File: src/rtl/irq_wfi_controller.sv
// Interrupt / WFI / MRET sequencer beside EX: latches interrupt sources, stalls on WFI,
// and requests PC redirects for trap entry and MRET return while capturing mepc/mcause.
module irq_wfi_controller #(
    parameter int unsigned        NUM_IRQ     = 4,
    parameter int unsigned        DATA_W      = 32,
    parameter logic [NUM_IRQ-1:0] IRQ_EDGE    = '0,
    parameter logic [DATA_W-1:0]  TRAP_VEC    = DATA_W'(32'h0001_0000),
    parameter int unsigned        MCAUSE_BASE = 16
) (
    input  logic               clk,
    input  logic               rst,
    input  logic [NUM_IRQ-1:0] irq_i,
    input  logic [NUM_IRQ-1:0] irq_en_i,
    input  logic [NUM_IRQ-1:0] irq_clear_i,
    input  logic               mie_global_i,
    input  logic               wfi_i,
    input  logic               mret_i,
    input  logic [DATA_W-1:0]  pc_i,
    input  logic               redirect_ack_i,
    output logic               wfi_stall_o,
    output logic               redirect_req_o,
    output logic [DATA_W-1:0]  redirect_pc_o,
    output logic               in_handler_o,
    output logic [DATA_W-1:0]  mepc_o,
    output logic [DATA_W-1:0]  mcause_o,
    output logic [NUM_IRQ-1:0] irq_pending_o
);

    localparam int unsigned IDX_W = 5;

    typedef enum logic [2:0] {
        S_IDLE,
        S_WFI,
        S_TRAP,
        S_HANDLER,
        S_MRET
    } state_e;

    state_e              state_q;
    state_e              state_d;
    logic [NUM_IRQ-1:0]  irq_q;
    logic [NUM_IRQ-1:0]  pend_q;
    logic [NUM_IRQ-1:0]  pend_d;
    logic [NUM_IRQ-1:0]  act;
    logic                any_act;
    logic [IDX_W-1:0]    win_idx;
    logic [DATA_W-1:0]   cause_val;
    logic [DATA_W-1:0]   wpc_q;
    logic [DATA_W-1:0]   wpc_d;
    logic [DATA_W-1:0]   mepc_d;
    logic [DATA_W-1:0]   mcause_d;
    logic                stall_d;
    logic                req_d;
    logic [DATA_W-1:0]   rpc_d;
    logic                in_handler_d;

    // Pending vector: level sources follow the pin, edge sources are sticky until W1C (set wins)
    always_comb begin
        pend_d = '0;
        for (int i = 0; i < int'(NUM_IRQ); i++) begin
            if (IRQ_EDGE[i]) begin
                pend_d[i] = (irq_i[i] & ~irq_q[i]) | (pend_q[i] & ~irq_clear_i[i]);
            end else begin
                pend_d[i] = irq_i[i];
            end
        end
    end

    assign act     = pend_q & irq_en_i;
    assign any_act = |act;

    // Lowest enabled pending index wins
    always_comb begin
        win_idx = '0;
        for (int i = int'(NUM_IRQ) - 1; i >= 0; i--) begin
            if (act[i]) begin
                win_idx = IDX_W'(i);
            end
        end
    end

    always_comb begin
        cause_val             = DATA_W'(MCAUSE_BASE + 32'(win_idx));
        cause_val[DATA_W-1]   = 1'b1;
    end

    // Next-state, capture registers and next-output decode
    always_comb begin
        state_d      = state_q;
        mepc_d       = mepc_o;
        mcause_d     = mcause_o;
        wpc_d        = wpc_q;

        case (state_q)
            S_IDLE: begin
                if (mie_global_i && any_act) begin
                    mepc_d   = pc_i;
                    mcause_d = cause_val;
                    state_d  = S_TRAP;
                end else if (wfi_i) begin
                    wpc_d    = pc_i + DATA_W'(4);
                    state_d  = S_WFI;
                end
            end
            S_WFI: begin
                if (any_act) begin
                    if (mie_global_i) begin
                        mepc_d   = wpc_q;
                        mcause_d = cause_val;
                        state_d  = S_TRAP;
                    end else begin
                        state_d  = S_IDLE;
                    end
                end
            end
            S_TRAP: begin
                if (redirect_ack_i) begin
                    state_d = S_HANDLER;
                end
            end
            S_HANDLER: begin
                if (mret_i) begin
                    state_d = S_MRET;
                end
            end
            S_MRET: begin
                if (redirect_ack_i) begin
                    state_d = S_IDLE;
                end
            end
            default: begin
                state_d = S_IDLE;
            end
        endcase

        stall_d      = (state_d == S_WFI);
        req_d        = (state_d == S_TRAP) || (state_d == S_MRET);
        in_handler_d = (state_d == S_HANDLER) || (state_d == S_MRET);
        rpc_d        = '0;
        if (state_d == S_TRAP) begin
            rpc_d = TRAP_VEC;
        end else if (state_d == S_MRET) begin
            rpc_d = mepc_d;
        end
    end

    // Outputs are loaded from the next-state decode so they track the state register exactly
    always_ff @(posedge clk) begin
        if (!rst) begin
            state_q        <= S_IDLE;
            irq_q          <= '0;
            pend_q         <= '0;
            wpc_q          <= '0;
            mepc_o         <= '0;
            mcause_o       <= '0;
            wfi_stall_o    <= 1'b0;
            redirect_req_o <= 1'b0;
            redirect_pc_o  <= '0;
            in_handler_o   <= 1'b0;
        end else begin
            state_q        <= state_d;
            irq_q          <= irq_i;
            pend_q         <= pend_d;
            wpc_q          <= wpc_d;
            mepc_o         <= mepc_d;
            mcause_o       <= mcause_d;
            wfi_stall_o    <= stall_d;
            redirect_req_o <= req_d;
            redirect_pc_o  <= rpc_d;
            in_handler_o   <= in_handler_d;
        end
    end

    assign irq_pending_o = pend_q;

endmodule

File: config.mk
export PLATFORM = sky130hd
export DESIGN_NAME = irq_wfi_controller
export DESIGN_NICKNAME = d
export VERILOG_FILES = /design/src/rtl/irq_wfi_controller.sv
export SDC_FILE = /design/constraint.sdc
export NUM_CORES = 1
export LEC_CHECK = 0
export BUFFER_PORTS_ARGS = -buffer_cell sky130_fd_sc_hd__buf_4
export CORE_UTILIZATION = 50
export CTS_CLUSTER_DIAMETER = 200
export DETAILED_ROUTE_END_ITERATION = 7
export PLACE_DENSITY = 0.79
export SYNTH_ARGS = -nofsm -noshare
export SYNTH_HDL_FRONTEND = slang
export SYNTH_SLANG_ARGS = --single-unit
File: constraint.sdc
create_clock -name clk -period 1.75 [get_ports clk]
set_input_delay 0.0875 -clock clk [delete_from_list [all_inputs] [get_ports clk]]
set_output_delay 0.0875 -clock clk [all_outputs]
set_load 0.01 [all_outputs]
Word level (Yosys, flattened, before mapping)

Cells that the tools add are included.

Muxes and demuxes: 22
Shift-type cells: 0
$mul: 0
Reduce and logical (&&, ||, !) cells: 9
Equal/unequal tests: 11
$lt $le $gt $ge: 0
Divide/modulo/power cells: 0
Bitwise logic cells: 4
Add/sub/neg operators: 2

Operators by type and width:

| kind                                                                  | count |
|---|---|
| 32-bit two-way mux                                                    | 6 |
| 32-bit case mux with 2 select lines                                   | 2 |
| 17-bit two-way mux                                                    | 2 |
| 32-bit by 3-bit adder with 32-bit output, second input constant       | 1 |
| 3-bit two-way mux                                                     | 6 |
| 5-bit two-way mux                                                     | 3 |
| 3-bit case mux with 5 select lines                                    | 1 |
| 3-bit by 2-bit equality test with 1-bit output, second input constant | 4 |
| 5-bit by 5-bit adder with 6-bit output, first input constant          | 1 |
| 3-bit by 1-bit equality test with 1-bit output, second input constant | 2 |
| 3-bit equality test, second input constant                            | 2 |
| 2-bit inequality test, second input constant                          | 3 |
| 4-bit bitwise AND                                                     | 1 |
| 2-bit two-way mux                                                     | 2 |
| 4-bit AND reduction                                                   | 1 |
| 4-bit OR reduction                                                    | 1 |
| 3-bit logical NOT                                                     | 1 |
| 1-bit inverter                                                        | 3 |
| 3-bit AND reduction                                                   | 1 |
| 3-bit OR reduction                                                    | 1 |
| 1-bit logical OR                                                      | 2 |
| 2-bit nonzero test                                                    | 1 |
| 1-bit logical AND                                                     | 1 |

Memories kept: 0
Latch bits: 0
RAM bits: 0
Bits of input ports: 50
Logic and storage cells: 58
Flip-flop bits (word level): 138
Output and inout port bits: 103
ROM bits: 0

Logic depth before layout (Yosys ltp)

Gate-level depths: netlist of run 1.

Word-level depth: 9
Gate-level depth with buffers: 6

Least setup slack after synthesis of run 1

OpenSTA, ideal clock, no wires.

Kind: register to register
From: reg pend_q[2], in the netlist irq_pending_o[2]
To: reg wpc_q[1]
Arrival time: 1.462 ns
Setup slack: 0.161 ns
Path buffers: 1
Data required time: 1.622 ns
Setup time: 0.128 ns
Cell stages (with the launch flop): 7
Period minus slack after synthesis: 1.589 ns
Path through: dfxtp_1 -> a22oi_1 -> a21boi_1 -> nor2_2 -> buf_2 -> mux2i_1 -> nor2_1

Cells in the longest elaborated chain, start to end: 5

Ends and longest elaborated chain:

| item                          | line | RTL |
|---|---|---|
| start: declaration            | 42   | `logic [NUM_IRQ-1:0] pend_q;` |
| start signal: assignment      | 163  | `pend_q <= pend_d;` |
| 4-bit bitwise AND             | 69   | `assign act = pend_q & irq_en_i;` |
| 4-bit OR reduction            | 70   | `assign any_act = \|act;` |
| 1-bit logical AND             | 96   | `if (mie_global_i && any_act) begin` |
| 1-bit inverter (no line)      | -    |  |
| 3-bit AND reduction (no line) | -    |  |
| end signal: assignment        | 164  | `wpc_q <= wpc_d;` |
| end: declaration              | 48   | `logic [DATA_W-1:0] wpc_q;` |

Every way passes these cells.
A chain may end at the register's enable or synchronous reset.

Final worst setup path of run 1

From: reg state_q[2]
To: reg redirect_pc_o[16]

Cells in the longest elaborated chain, start to end: 6

Ends and longest elaborated chain:

| item                               | line | RTL |
|---|---|---|
| start: declaration                 | 39   | `state_e state_q;` |
| start signal: assignment           | 161  | `state_q <= state_d;` |
| 3-bit two-way mux                  | 100  | `end else if (wfi_i) begin` |
| 3-bit two-way mux                  | 96   |  |
| 3-bit case mux with 5 select lines | 94   | `case (state_q)` |
| 3-bit equality test                | 142  | `end else if (state_d == S_MRET) begin` |
| 17-bit two-way mux                 | 142  |  |
| 17-bit two-way mux *               | 140  | `if (state_d == S_TRAP) begin` |
| end signal: assignment             | 169  | `redirect_pc_o <= rpc_d;` |
| end: declaration                   | 22   | `output logic [DATA_W-1:0] redirect_pc_o,` |

Every way passes the cells marked *; elsewhere a longest branch is shown, timed or not.

==> flow_metrics.env, run 1 <==
export IMPL_post_synth_top_area_fraction_pct=47.9
export IMPL_cts_sinks=109
export IMPL_antenna_found_initial=0
export IMPL_dr_first_iter_drc_count=200
export IMPL_synth_warning_count=0
export IMPL_yosysUniqueCellTypes=41
export IMPL_final_core_util_pct=66.4
export IMPL_internal_power_mw=3.66
export IMPL_grt_start_max_net_pins=40
export IMPL_reg2reg_setup_slack_ns=0.11
export IMPL_vdd_drop_max_mv=0.440
export IMPL_crit_type="register to register"
export IMPL_coreArea_um2=8760
export IMPL_dieHeight_um=97.4
export IMPL_cts_root_buf="clkbuf_8"
export IMPL_cts_tree="built"
export IMPL_combPwrFrac_pct=18.9
export IMPL_die_w_um=97.4
export IMPL_area_growth_pct=27.8
export IMPL_fin_nets=691
export IMPL_p_leak_nw=2.46
export IMPL_clkPwrFrac_pct=27.8
export IMPL_rows=34
export IMPL_reg2reg_to="redirect_pc_o[16]$_SDFF_PN0_"
export IMPL_min_path_cells=3
export IMPL_clk_pin_slew_ns=0.11
export IMPL_slowest_delay_ns=0.47
export IMPL_vias_per_cell=5.20
export IMPL_rsz0062_at_grt="false"
export IMPL_cap_violations=0
export IMPL_dr_total_vias=3915
export IMPL_share_seq_of_total_power_pct=53.2
export IMPL_finalClockSkew_ns=0.0106
export IMPL_reg2regPathDepth=5
export IMPL_async_flop_share_pct=0
export IMPL_crit_path_start_kind="register"
export IMPL_drc=0
export IMPL_gp_congestion=0.919
export IMPL_pin_count=153
export IMPL_switching_power_mw=1.49
export IMPL_avgSynthCellArea_um2=8.82
export IMPL_ys_flop_type="dfxtp_1"
export IMPL_fmax_ghz=0.608
export IMPL_yosysTopAreaCell="dfxtp_1"
export IMPL_wl_per_cell_um=14.0
export IMPL_dr_pass1_iters=4
export IMPL_synth_cells=516
export IMPL_placedInstanceArea_um2=5560
export IMPL_grt_pass1_wl_mm=17.4
export IMPL_setup_tns_ns=0
export IMPL_period_minus_slack_ns=1.64
export IMPL_synthTopCellsByCount="dfxtp_1, nor2_1, o21ai_0"
export IMPL_min_to="wpc_q[12]$_SDFFE_PN0P_"
export IMPL_ys_ff_latch=109
export IMPL_setup_viol=0
export IMPL_synth_area_um2=4550
export IMPL_drive_above_1_share_pct=25.7
export IMPL_synth_area_leaders="dfxtp_1, mux2i_1, nor2_1, o21ai_0, buf_4"
export IMPL_holdCritStartpoint="pc_i[12]"
export IMPL_grt_pass1_vias=3693
export IMPL_maxSlewViolCount=0
export IMPL_io_buffers=120
export IMPL_clock_latency_ns=0.37
export IMPL_critPathCaptureType="register"
export IMPL_status="complete, no violations"
export IMPL_powerDensity_nw_per_um2=885
export IMPL_switching_share_pct=29.0
export IMPL_dp_hpwl_mm=7.38
export IMPL_gr_usage_all_layers_pct=22.7
export IMPL_finalHoldViolations=0
export IMPL_crit_arrival_ns=1.93
export IMPL_ctsHtreeMaxLevel=3
export IMPL_crit_path_top_delay_cell="dfxtp_1"
export IMPL_routed_wl_mm=10.5
export IMPL_numCtsBuffers=9
export IMPL_start_util_pct=51.9
export IMPL_fin_area_um2=5820
export IMPL_crit_chain="nor4b_1 -> a31oi_1 -> nand2b_1 -> buf_12 -> o22ai_1"
export IMPL_yosysMostFrequentCell="dfxtp_1"
export IMPL_antennaDiodeCount=0
export IMPL_die_area_um2=9490
export IMPL_clock_path_buffers=2
export IMPL_seq_area_frac_synth_pct=47.9
export IMPL_min_period_over_period_pct=93.9
export IMPL_required_ns=2.04
export IMPL_path_max_fanout=18
export IMPL_cp_startpoint="state_q[2]$_SDFF_PN0_"
export IMPL_drtAntennaViolNets=0
export IMPL_reg2reg_from="state_q[2]$_SDFF_PN0_"
export IMPL_grt_overflow=0
export IMPL_hp_class="primary input to register"
export IMPL_synth_edf_count=0
## power by group through the flow
stage,clock network (mW),logic [mW],registers (mW)
finish,1.43,0.976,2.74
global route,1.57,1.08,2.76
CTS,1.47,0.970,2.74
detailed placement,0,0.955,2.79
global placement,0,0.930,2.79
floorplan,0,0.573,2.82
## metrics by stage
stage          hold WS (ns)  total power [mW]  worst slack, ns  std cells
5_1_grt              0.0189              5.42          0.00279        753
4_1_cts              0.0128              5.18           0.0155        753
3_5_place_dp          0.299              3.75           0.0422        731
3_3_place_gp          0.297              3.72           0.0730        731
2_1_floorplan         0.183              3.39            0.161        543
6_report             0.0238              5.15            0.106        753
## cell type report
class	instances	area, µm²
fillers	730	2950
flip-flops and latches	109	2180
multi-input cells	373	2150
repair buffers	142	1140
clock buffers	10	138
well taps	108	135
clock inverters	6	48.8
inverters	5	18.8
## placed cells by master (no fill, tap or decap), types with 3 or more instances in the layout
master / synthesis / final
nor2_1: 83 / 83
dlygate4sd3_1: 0 / 6
xnor2_1: 8 / 8
clkinv_4: 0 / 3
buf_4: 29 / 131
conb_1: 1 / 28
dfxtp_1: 109 / 108
nand4_1: 8 / 8
and3_1: 5 / 5
nand3_1: 14 / 14
xor2_1: 20 / 20
clkinvlp_4: 0 / 3
a22oi_1: 4 / 3
o21ai_0: 52 / 51
inv_1: 5 / 4
a211oi_1: 11 / 11
nand2_1: 45 / 45
and2_1: 9 / 9
mux2i_1: 33 / 33
buf_12: 0 / 5
clkbuf_8: 0 / 10
a21oi_1: 23 / 23
## kinds of logic after synthesis
group | count (synthesis) | share of synthesized area [%]
and+or+nand+nor | 182 | 18.6
DFF | 109 | 47.9
muxes | 33 | 7.26
other | 1 | 0.0824
buffers and inverters | 61 | 7.67
AOI/OAI and AO/OA | 101 | 12.8
adders and majority gates | 1 | 0.275
xor gates and xnor gates | 28 | 5.39
## layer usage
metal	vias up	track usage, %	part of all wire, %
li1	1941	-	-
met1	1831	29.3	44
met2	130	37.9	48
met3	13	5.47	6.5
met4	0	6.56	1.2
met5	-	0	0
## worst max-delay path, delay by kind of cell (launching register included)
family	cells	cell delay, ns
compound gates	2	0.25
buf+inv	1	0.21
flops	1	0.47
simple gates	2	0.63
## worst max path at each step
stage                                        end  cells after the start
floorplan                  wpc_q[1]$_SDFFE_PN0P_                      6
global placement           wpc_q[0]$_SDFFE_PN0P_                      6
detailed placement         wpc_q[0]$_SDFFE_PN0P_                      6
CTS                        wpc_q[0]$_SDFFE_PN0P_                      6
global route        redirect_pc_o[17]$_SDFF_PP0_                      6
finish              redirect_pc_o[16]$_SDFF_PN0_                      5
## flip-flops by register name, indices dropped and copies added, names as in the netlist
register / count
in_handler_o: 1
irq_pending_o: 4
mcause_o: 3
mepc_o: 32
redirect_pc_o: 32
redirect_req_o: 1
state_q: 3
wfi_stall_o: 1
wpc_q: 32
## timing repair
action,4_1_cts,5_1_grt
resized for setup,0,4
hold endpoints to repair,6,0
setup buffers,0,0
endpoints found under the setup margin,0,37
hold buffers,6,0
(Power assumes the default switching activity.)
==> inputs of run 2 (changes only) <==
CORE_ASPECT_RATIO = 0.9   (was default)
==> flow_metrics.env, run 2 (synthesis gave the netlist of run 1 again) <==
export IMPL_switching_share_pct=28.0
export IMPL_internal_power_mw=3.75
export IMPL_dp_cells=742
export IMPL_clock_latency_ns=0.36
export IMPL_start_util_pct=52.4
export IMPL_required_ns=2.06
export IMPL_fmax_ghz=0.606
export IMPL_dp_hpwl_mm=7.63
export IMPL_rows=32
export IMPL_crit_type="register to register"
export IMPL_slowest_delay_ns=0.42
export IMPL_ctsHtreeMaxLevel=3
export IMPL_drtAntennaViolNets=0
export IMPL_hp_class="primary input to register"
export IMPL_drive_above_1_share_pct=25.8
export IMPL_grt_start_max_net_pins=43
export IMPL_crit_path_end="mepc_o[0]$_SDFF_PN0_"
export IMPL_crit_path_start_kind="register"
export IMPL_io_buffers=120
export IMPL_cts_root_buf="clkbuf_8"
export IMPL_dieHeight_um=92.5
export IMPL_reg_top3="mepc_o (32), redirect_pc_o (32), wpc_q (32)"
export IMPL_p_leak_nw=2.47
export IMPL_setup_viol=0
export IMPL_antenna_found_initial=0
export IMPL_vdd_drop_max_mv=0.572
export IMPL_reg2reg_to="mepc_o[0]$_SDFF_PN0_"
export IMPL_cp_startpoint="irq_pending_o[2]$_SDFF_PN0_"
export IMPL_dr_total_vias=3919
export IMPL_period_minus_slack_ns=1.65
export IMPL_maxSlewViolCount=0
export IMPL_cap_violations=0
export IMPL_fin_nets=694
export IMPL_crit_arrival_ns=1.96
export IMPL_min_period_over_period_pct=94.3
export IMPL_area_growth_pct=28.7
export IMPL_crit_chain="a22o_1 -> o21ai_0 -> a22oi_1 -> o21ai_0 -> and2_1"
export IMPL_grt_pass1_vias=3786
export IMPL_relSlewSlack_pct=63.2
export IMPL_mostFrequentLayoutCells="buf_4, dfxtp_1, nor2_1"
export IMPL_worst_path_most_repeated_cell="o21ai_0"
export IMPL_layout_commonest_cell="buf_4"
export IMPL_status="complete, no violations"
export IMPL_grt_overflow=0
export IMPL_crit_path_top_delay_cell="o21ai_0"
export IMPL_wl_per_cell_um=14.3
export IMPL_setup_tns_ns=0
export IMPL_gp_congestion=0.889
export IMPL_combPwrFrac_pct=19.1
export IMPL_reg2reg_setup_slack_ns=0.1
export IMPL_grt_pass1_wl_mm=17.8
export IMPL_clkPwrFrac_pct=28.1
export IMPL_die_w_um=103
export IMPL_worstMarginPinSlew_ns=0.549
export IMPL_coreArea_um2=8690
export IMPL_powerDensity_nw_per_um2=889
export IMPL_setup_ws_ns=0.0998
export IMPL_pre_cts_ws_ns=0.0979
export IMPL_critPathCaptureType="register"
export IMPL_rsz0062_at_grt="true"
export IMPL_antennaDiodeCount=0
export IMPL_switching_power_mw=1.46
export IMPL_cts_tree="built"
export IMPL_drc=0
export IMPL_dr_pass1_iters=5
export IMPL_vias_per_cell=5.11
export IMPL_path_max_fanout=4
export IMPL_reg2regPathDepth=5
export IMPL_finalClockSkew_ns=0.00815
export IMPL_numCtsBuffers=9
export IMPL_final_core_util_pct=67.4
export IMPL_clock_path_buffers=2
export IMPL_reg2reg_from="irq_pending_o[2]$_SDFF_PN0_"
export IMPL_gr_usage_all_layers_pct=23.8
export IMPL_share_seq_of_total_power_pct=52.8
export IMPL_die_area_um2=9490
export IMPL_cts_sinks=109
export IMPL_finalHoldViolations=0
export IMPL_power_total_mw=5.21
export IMPL_clk_pin_slew_ns=0.10
export IMPL_final_cells=767
export IMPL_routed_wl_mm=11.0
export IMPL_dr_first_iter_drc_count=191
export IMPL_pin_count=153
run 2: changes by cell type in the layout (fill, tap and decap cells not counted), moves of 2 or more:
cell	previous run	this run
buf_4	131	134
clkbuf_1	0	2
clkbuf_8	10	12
clkinv_4	3	1
clkinvlp_4	3	1
run 2: timing repair:
item,CTS,global route
hold buffers,7,0
gates resized for setup,0,5
setup buffers,0,2
endpoints found under the hold margin,7,0
endpoints found under the setup margin,0,44
run 2: worst min-delay path by stage:
stage | from | to | slack [ns] | cells after the start
floorplan | pc_i[2] | wpc_q[2]$_SDFFE_PN0P_ | 0.18 | 1
global placement | irq_i[0] | irq_pending_o[0]$_SDFF_PN0_ | 0.30 | 2
detailed placement | irq_i[0] | irq_pending_o[0]$_SDFF_PN0_ | 0.30 | 2
CTS | pc_i[31] | wpc_q[31]$_SDFFE_PN0P_ | 0.003 | 3
global route | pc_i[31] | wpc_q[31]$_SDFFE_PN0P_ | 0.03 | 3
finish | pc_i[31] | wpc_q[31]$_SDFFE_PN0P_ | 0.02 | 3
run 2: layout make-up:
class | instances | area, µm²
fillers | 727 | 2830
flip-flops and latches | 109 | 2180
multi-input cells | 373 | 2160
repair buffers | 145 | 1160
clock buffers | 14 | 173
well taps | 119 | 149
inverters | 5 | 18.8
clock inverters | 2 | 16.3
run 2: power by group through the flow:
stage	clock network, mW	logic (mW)	registers, mW
after floorplan	0	0.573	2.82
after global routing	1.60	1.11	2.77
after global placement	0	0.936	2.79
final	1.46	0.997	2.75
after CTS	1.50	0.983	2.74
after detailed placement	0	0.966	2.80
run 2: stage by stage:
stage	hold slack (ns)	cell area, µm²
floorplan	0.183	4650
CTS	0.00297	5820
finish	0.0172	5860
global placement	0.302	5560
detailed placement	0.301	5560
global route	0.0295	5860
run 2: layer usage:
| metal | vias to the layer above | track usage [%] | wire length, µm |
|---|---|---|---|
| li1 | 1949 | - | - |
| met1 | 1825 | 30.1 | 4640 |
| met2 | 137 | 39.7 | 5530 |
| met3 | 8 | 5.21 | 733 |
| met4 | 0 | 7.74 | 86 |
| met5 | - | 0 | 0 |
run 2: critical path, delay by kind of cell, from the launching register on:
kind	cells	cell delay, ns
and+or+nand+nor	1	0.16
AOI/OAI and AO/OA	4	1.07
DFF	1	0.37
